<file path="config.mk">
export PLATFORM = sky130hd
export DESIGN_NAME = gcd_lcm_sequencer_flat
export DESIGN_NICKNAME = d
export VERILOG_FILES = /design/src/rtl/gcd_lcm_sequencer_if.sv /design/src/rtl/gcd_lcm_sequencer.sv /design/src/flat_wrapper.sv
export SDC_FILE = /design/constraint.sdc
export NUM_CORES = 1
export LEC_CHECK = 0
export BUFFER_PORTS_ARGS = -buffer_cell sky130_fd_sc_hd__buf_2
export CORE_UTILIZATION = 25
export DETAILED_ROUTE_END_ITERATION = 10
export HOLD_SLACK_MARGIN = 0.05
export PLACE_DENSITY_LB_ADDON = 0.15
export SYNTH_ARGS = -nofsm -noshare
export SYNTH_HDL_FRONTEND = slang
export SYNTH_SLANG_ARGS = --single-unit
</file>
<file path="constraint.sdc">
create_clock -name clk -period 7.7 [get_ports clk]
set_clock_uncertainty 0.1 [all_clocks]
set_input_delay 0.77 -clock clk [delete_from_list [all_inputs] [get_ports clk]]
set_output_delay 0.77 -clock clk [all_outputs]
set_load 0.02 [all_outputs]
</file>
<file path="src/rtl/gcd_lcm_sequencer_if.sv">
// Core <-> GCD/LCM engine handshake bundle.
// The core drives launch fields; the engine returns status and result.
interface gcd_lcm_sequencer_if #(
  parameter int WIDTH = 32
);
  logic             start;
  logic             op;
  logic [WIDTH-1:0] opa;
  logic [WIDTH-1:0] opb;
  logic             busy;
  logic             stall;
  logic             done;
  logic [WIDTH-1:0] result;
  logic             err;

  modport master (
    output start, op, opa, opb,
    input  busy, stall, done, result, err
  );

  modport slave (
    input  start, op, opa, opb,
    output busy, stall, done, result, err
  );
endinterface

</file>
<file path="src/rtl/gcd_lcm_sequencer.sv">
// Multi-cycle GCD (subtractive Euclid) / LCM (alternating accumulate)
// engine that stalls the core while it iterates.
module gcd_lcm_sequencer #(
  parameter int WIDTH    = 32,
  parameter int MAX_ITER = 4096
) (
  input  logic               clk,
  input  logic               reset,
  gcd_lcm_sequencer_if.slave bus
);
  localparam int IW = $clog2(MAX_ITER + 1);

  typedef enum logic [1:0] {
    S_IDLE,
    S_RUN,
    S_DONE
  } state_t;

  state_t           state_q, state_d;
  logic             op_q, op_d;
  logic [WIDTH-1:0] a_q, a_d;
  logic [WIDTH-1:0] b_q, b_d;
  logic [WIDTH-1:0] x_q, x_d;
  logic [WIDTH-1:0] y_q, y_d;
  logic [IW-1:0]    iter_q, iter_d;
  logic [WIDTH-1:0] result_q, result_d;
  logic             err_q, err_d;
  logic             busy_q, busy_d;
  logic             done_q, done_d;

  logic [WIDTH:0]   sum;
  logic             fin;
  logic             fin_err;
  logic [WIDTH-1:0] fin_res;
  logic [WIDTH-1:0] nx;
  logic [WIDTH-1:0] ny;

  // One RUN decision: finish (with result/err) or the next x/y step
  always_comb begin
    sum     = '0;
    fin     = 1'b0;
    fin_err = 1'b0;
    fin_res = '0;
    nx      = x_q;
    ny      = y_q;
    if (x_q == '0 || y_q == '0) begin
      fin     = 1'b1;
      fin_res = op_q ? '0 : (x_q | y_q);
    end else if (x_q == y_q) begin
      fin     = 1'b1;
      fin_res = x_q;
    end else if (iter_q == IW'(MAX_ITER)) begin
      fin     = 1'b1;
      fin_err = 1'b1;
    end else if (!op_q) begin
      if (x_q > y_q) nx = x_q - y_q;
      else           ny = y_q - x_q;
    end else begin
      if (x_q < y_q) sum = {1'b0, x_q} + {1'b0, a_q};
      else           sum = {1'b0, y_q} + {1'b0, b_q};
      if (sum[WIDTH]) begin
        fin     = 1'b1;
        fin_err = 1'b1;
      end else if (x_q < y_q) begin
        nx = sum[WIDTH-1:0];
      end else begin
        ny = sum[WIDTH-1:0];
      end
    end
  end

  // Next-state logic
  always_comb begin
    state_d = state_q;
    unique case (state_q)
      S_IDLE:  if (bus.start) state_d = S_RUN;
      S_RUN:   if (fin)       state_d = S_DONE;
      S_DONE:  state_d = S_IDLE;
      default: state_d = S_IDLE;
    endcase
  end

  // Datapath: latch operands on launch, step or finish while running
  always_comb begin
    op_d     = op_q;
    a_d      = a_q;
    b_d      = b_q;
    x_d      = x_q;
    y_d      = y_q;
    iter_d   = iter_q;
    result_d = result_q;
    err_d    = err_q;
    unique case (state_q)
      S_IDLE: begin
        if (bus.start) begin
          op_d     = bus.op;
          a_d      = bus.opa;
          b_d      = bus.opb;
          x_d      = bus.opa;
          y_d      = bus.opb;
          iter_d   = '0;
          result_d = '0;
          err_d    = 1'b0;
        end
      end
      S_RUN: begin
        if (fin) begin
          result_d = fin_res;
          err_d    = fin_err;
        end else begin
          x_d    = nx;
          y_d    = ny;
          iter_d = iter_q + IW'(1);
        end
      end
      default: ;
    endcase
  end

  // Registered status outputs follow the next state
  always_comb begin
    busy_d = (state_d != S_IDLE);
    done_d = (state_d == S_DONE);
  end

  // State and datapath registers
  always_ff @(posedge clk) begin
    if (reset) begin
      state_q  <= S_IDLE;
      op_q     <= 1'b0;
      a_q      <= '0;
      b_q      <= '0;
      x_q      <= '0;
      y_q      <= '0;
      iter_q   <= '0;
      result_q <= '0;
      err_q    <= 1'b0;
      busy_q   <= 1'b0;
      done_q   <= 1'b0;
    end else begin
      state_q  <= state_d;
      op_q     <= op_d;
      a_q      <= a_d;
      b_q      <= b_d;
      x_q      <= x_d;
      y_q      <= y_d;
      iter_q   <= iter_d;
      result_q <= result_d;
      err_q    <= err_d;
      busy_q   <= busy_d;
      done_q   <= done_d;
    end
  end

  assign bus.busy   = busy_q;
  assign bus.done   = done_q;
  assign bus.result = result_q;
  assign bus.err    = err_q;
  assign bus.stall  = (state_q == S_RUN) |
                      ((state_q == S_IDLE) & bus.start);
endmodule

</file>
<file path="src/flat_wrapper.sv">
// flat-port wrapper written by rule: the top's interface ports become plain ports
module gcd_lcm_sequencer_flat 
#(
  parameter int WIDTH    = 32,
  parameter int MAX_ITER = 4096
)
  (clk, reset, bus_start, bus_op, bus_opa, bus_opb, bus_busy, bus_stall, bus_done, bus_result, bus_err);
  gcd_lcm_sequencer_if #(.WIDTH(WIDTH)) bus_i ();
  input  logic clk;
  input  logic reset;
  input wire logic [$bits(bus_i.start)-1:0] bus_start;
  input wire logic [$bits(bus_i.op)-1:0] bus_op;
  input wire logic [$bits(bus_i.opa)-1:0] bus_opa;
  input wire logic [$bits(bus_i.opb)-1:0] bus_opb;
  output wire logic [$bits(bus_i.busy)-1:0] bus_busy;
  output wire logic [$bits(bus_i.stall)-1:0] bus_stall;
  output wire logic [$bits(bus_i.done)-1:0] bus_done;
  output wire logic [$bits(bus_i.result)-1:0] bus_result;
  output wire logic [$bits(bus_i.err)-1:0] bus_err;
  assign bus_i.start = bus_start;
  assign bus_i.op = bus_op;
  assign bus_i.opa = bus_opa;
  assign bus_i.opb = bus_opb;
  assign bus_busy = bus_i.busy;
  assign bus_stall = bus_i.stall;
  assign bus_done = bus_i.done;
  assign bus_result = bus_i.result;
  assign bus_err = bus_i.err;
  gcd_lcm_sequencer #(.WIDTH(WIDTH), .MAX_ITER(MAX_ITER)) u_core (.clk(clk), .reset(reset), .bus(bus_i));
endmodule
</file>
==> flow_summary.json <==
{
  "dieWidth_um": 252,
  "final_cell_mix": "nand2_1, a21oi_1, nor2_1",
  "tns_ns": 0,
  "hold_viol_final": 0,
  "grt_pass1_wl_um": 104000,
  "cts_hold_buf": 0,
  "die_y_um": 252,
  "place_hpwl_um": 55600,
  "ys_types": 82,
  "max_slew.worst_pin.slew_ns": 1.19,
  "drt_iter0_drc": 1703,
  "placed_area_um2": 16800,
  "pwr-share-seq_pct": 20.9,
  "placed_cells_incl_taps": 2949,
  "regToRegSetupSlack_ns": 2.40,
  "max-slew-margin-rel_pct": 18.7,
  "p_per_area_nw_per_um2": 347,
  "cts_setup_buffers": 0,
  "grt_pass1_vias": 15402,
  "path_clk_slew_ns": 0.08,
  "cts_num_sinks": 179,
  "area.growth.synth_to_final_pct": 11.8,
  "syn_area_um2": 15600,
  "netlist_instances": 2116,
  "viasPerCell": 5.44,
  "clock.fmax_mhz": 189,
  "worst_setup_path_end_kind": "flop",
  "ys_warn_count": 0,
  "vias": 16230,
  "p_int_mw": 2.84,
  "syn_avg_cell_area_um2": 7.36,
  "wirelength_um": 71400,
  "clk_path_buf_depth": 2,
  "synth_fa_ha_area_share_pct": 13.4,
  "ys.flop_type": "dfxtp_1",
  "synth-simple-area-share_pct": 19.4,
  "synth_nets": 2349,
  "core-area_um2": 61600,
  "cap_violations": 0,
  "overflow": 0,
  "fin_cells": 2982,
  "status": "finished, final reports clean",
  "crit_chain": "inv_1 > ha_1 > nor4_1 > nand2_1 > nor4_2 > a22oi_2 > nand3_2 > nor2_1 > nor3_1 > a21o_1 > buf_4 > a211oi_1 > a211oi_1",
  "cts_tree": "built",
  "hold_path.class": "reg -> reg",
  "nets": 2364,
  "port_buffers": 103,
  "arrival_ns": 5.61,
  "cts-resized-gates": 0,
  "root_buffer": "clkbuf_16",
  "gp_congestion": 0.960,
  "fin_ws_ns": 2.40,
  "synth_xor_area_share_pct": 6.47,
  "antenna_found_initial": 0,
  "cpMostUsedCell": "a211oi_1",
  "p_switching_mw": 3.20,
  "crit_type": "reg -> reg",
  "clkPwrFrac_pct": 16.1,
  "fin_util_pct": 28.3,
  "synth_compound_area_share_pct": 31.2,
  "initial_core_util_pct": 25.3,
  "cpPeakStageDelay_ns": 0.79,
  "wl_per_cell_um": 23.9,
  "cp-start-kind": "flop",
  "ir_worst_vdd_uv": 201,
  "dr.pass1.iters": 6,
  "drc": 0,
  "switching_share_pct": 53.0,
  "yosysSeqAreaShare_pct": 23.0,
  "clock_latency_ns": 0.50,
  "drv_slew": 0,
  "grt.total_usage_pct": 22.3,
  "async_reset_ff_share_pct": 0,
  "grt_start_max_net_pins": 78,
  "crit_fanout": 17,
  "final_common_cell": "nand2_1",
  "std_cell_rows": 91,
  "slowest_stage": "a21o_1",
  "cts_inserted_buffers": 17,
  "min_period_ns": 5.30,
  "antenna_left": 0,
  "fin_total_pwr_mw": 6.03,
  "dpl_worst_slack_ns": 2.51,
  "path_buf_inv": 2,
  "ys_ff_latch": 179,
  "muxShareOfSynthArea_pct": 0.257,
  "p_leak_nw": 6.82,
  "ios": 104,
  "drive_gt1_share_pct": 9.05,
  "postLayoutCellArea_um2": 17400,
  "comb_power_share_pct": 63.0,
  "htree_levels": 4,
  "synth_edf_count": 0,
  "hold-worst-slack_ns": 0.358,
  "die_area_um2": 63300,
  "rsz0062_at_grt": "no",
  "finalSetupViolations": 0,
  "required_ns": 8.01,
  "min_period_over_period_pct": 68.8,
  "synth_top_family_by_area": "compound AO/OA/AOI/OAI gates",
  "critPathTopFamily": "simple AND/OR/NAND/NOR gates"
}
[cells in the mapped netlist (7+ instances only)]
master | count | share of area [%]
nor3_1 | 41 | 1.3
a21oi_1 | 250 | 8.0
o31ai_1 | 16 | 0.77
or3_1 | 9 | 0.36
o211ai_1 | 35 | 1.7
a221oi_1 | 22 | 1.2
nor2b_1 | 23 | 0.92
o21ai_0 | 94 | 3.0
o31a_1 | 10 | 0.56
a211oi_1 | 79 | 3.8
a311oi_1 | 14 | 0.79
a21o_1 | 38 | 1.8
a211o_1 | 7 | 0.39
clkbuf_1 | 86 | 2.1
o21a_1 | 15 | 0.72
nand3_1 | 19 | 0.61
xnor2_1 | 87 | 4.9
buf_2 | 29 | 0.93
and3_1 | 11 | 0.44
ha_1 | 161 | 13
o21bai_1 | 14 | 0.67
nand2b_1 | 13 | 0.52
nand4_1 | 25 | 1.0
o22ai_1 | 13 | 0.52
inv_1 | 110 | 2.7
nor4_1 | 31 | 1.2
nand2_1 | 252 | 6.1
dfxtp_1 | 179 | 23
o21ai_1 | 7 | 0.22
or2_2 | 8 | 0.32
nor2_1 | 220 | 5.3
xor2_1 | 28 | 1.6
o2bb2ai_1 | 32 | 1.8
a31oi_1 | 19 | 0.76
o221ai_1 | 13 | 0.73
[kinds of logic (layout without fill, tap and decap cells)]
kind of cell | after synthesis | count (layout)
AO/OA/AOI/OAI | 736 | 736
XOR/XNOR | 115 | 115
adder cells (fa/ha/maj) | 165 | 165
buffers and inverters | 243 | 271
flip-flops | 179 | 179
multiplexers | 4 | 4
other | 0 | 1
AND/OR/NAND/NOR | 674 | 674
[state kept, by name (all words and copies together), names as in the netlist]
signal             cells
u_core.bus.busy        1
u_core.a_q            32
u_core.bus.done        1
u_core.x_q            32
u_core.iter_q         13
u_core.y_q            32
u_core.op_q            1
u_core.b_q            32
u_core.bus.result     32
u_core.state_q         2
u_core.bus.err         1
[metal layers]
layer	share of wire, %	global-route usage [%]	vias up
met2	42	32.7	634
met1	50	33.1	7861
met3	7.2	4.41	55
met5	0	0	-
met4	1.7	5.00	0
li1	-	-	7680
[power by group through the flow]
| stage | clock, mW | sequential [mW] | combinational, mW |
|---|---|---|---|
| after floorplan | 0 | 1.15 | 2.55 |
| after global placement | 0 | 1.26 | 3.75 |
| after detailed placement | 0 | 1.27 | 3.68 |
| after CTS | 1.00 | 1.25 | 3.71 |
| after global routing | 1.03 | 1.27 | 4.09 |
| final | 0.972 | 1.26 | 3.80 |
[cell type report]
class | instances | area (um2)
Antenna cell | 1 | 2.50
Clock buffer | 20 | 447
Clock inverter | 12 | 155
Fill cell | 6740 | 44200
Inverter | 116 | 435
Multi-Input combinational cell | 1694 | 11100
Sequential cell | 179 | 3590
Tap cell | 837 | 1050
Timing Repair Buffer | 123 | 668
[worst paths after layout]
kind         cells past startpoint                  from              endpoint
min reg2reg                      1  u_core.bus.result[4]  u_core.bus.result[4]
min                              1  u_core.bus.result[4]  u_core.bus.result[4]
max reg2reg                     13        u_core.x_q[24]         u_core.x_q[5]
max                             13        u_core.x_q[24]         u_core.x_q[5]
(Power assumes the default switching activity.)
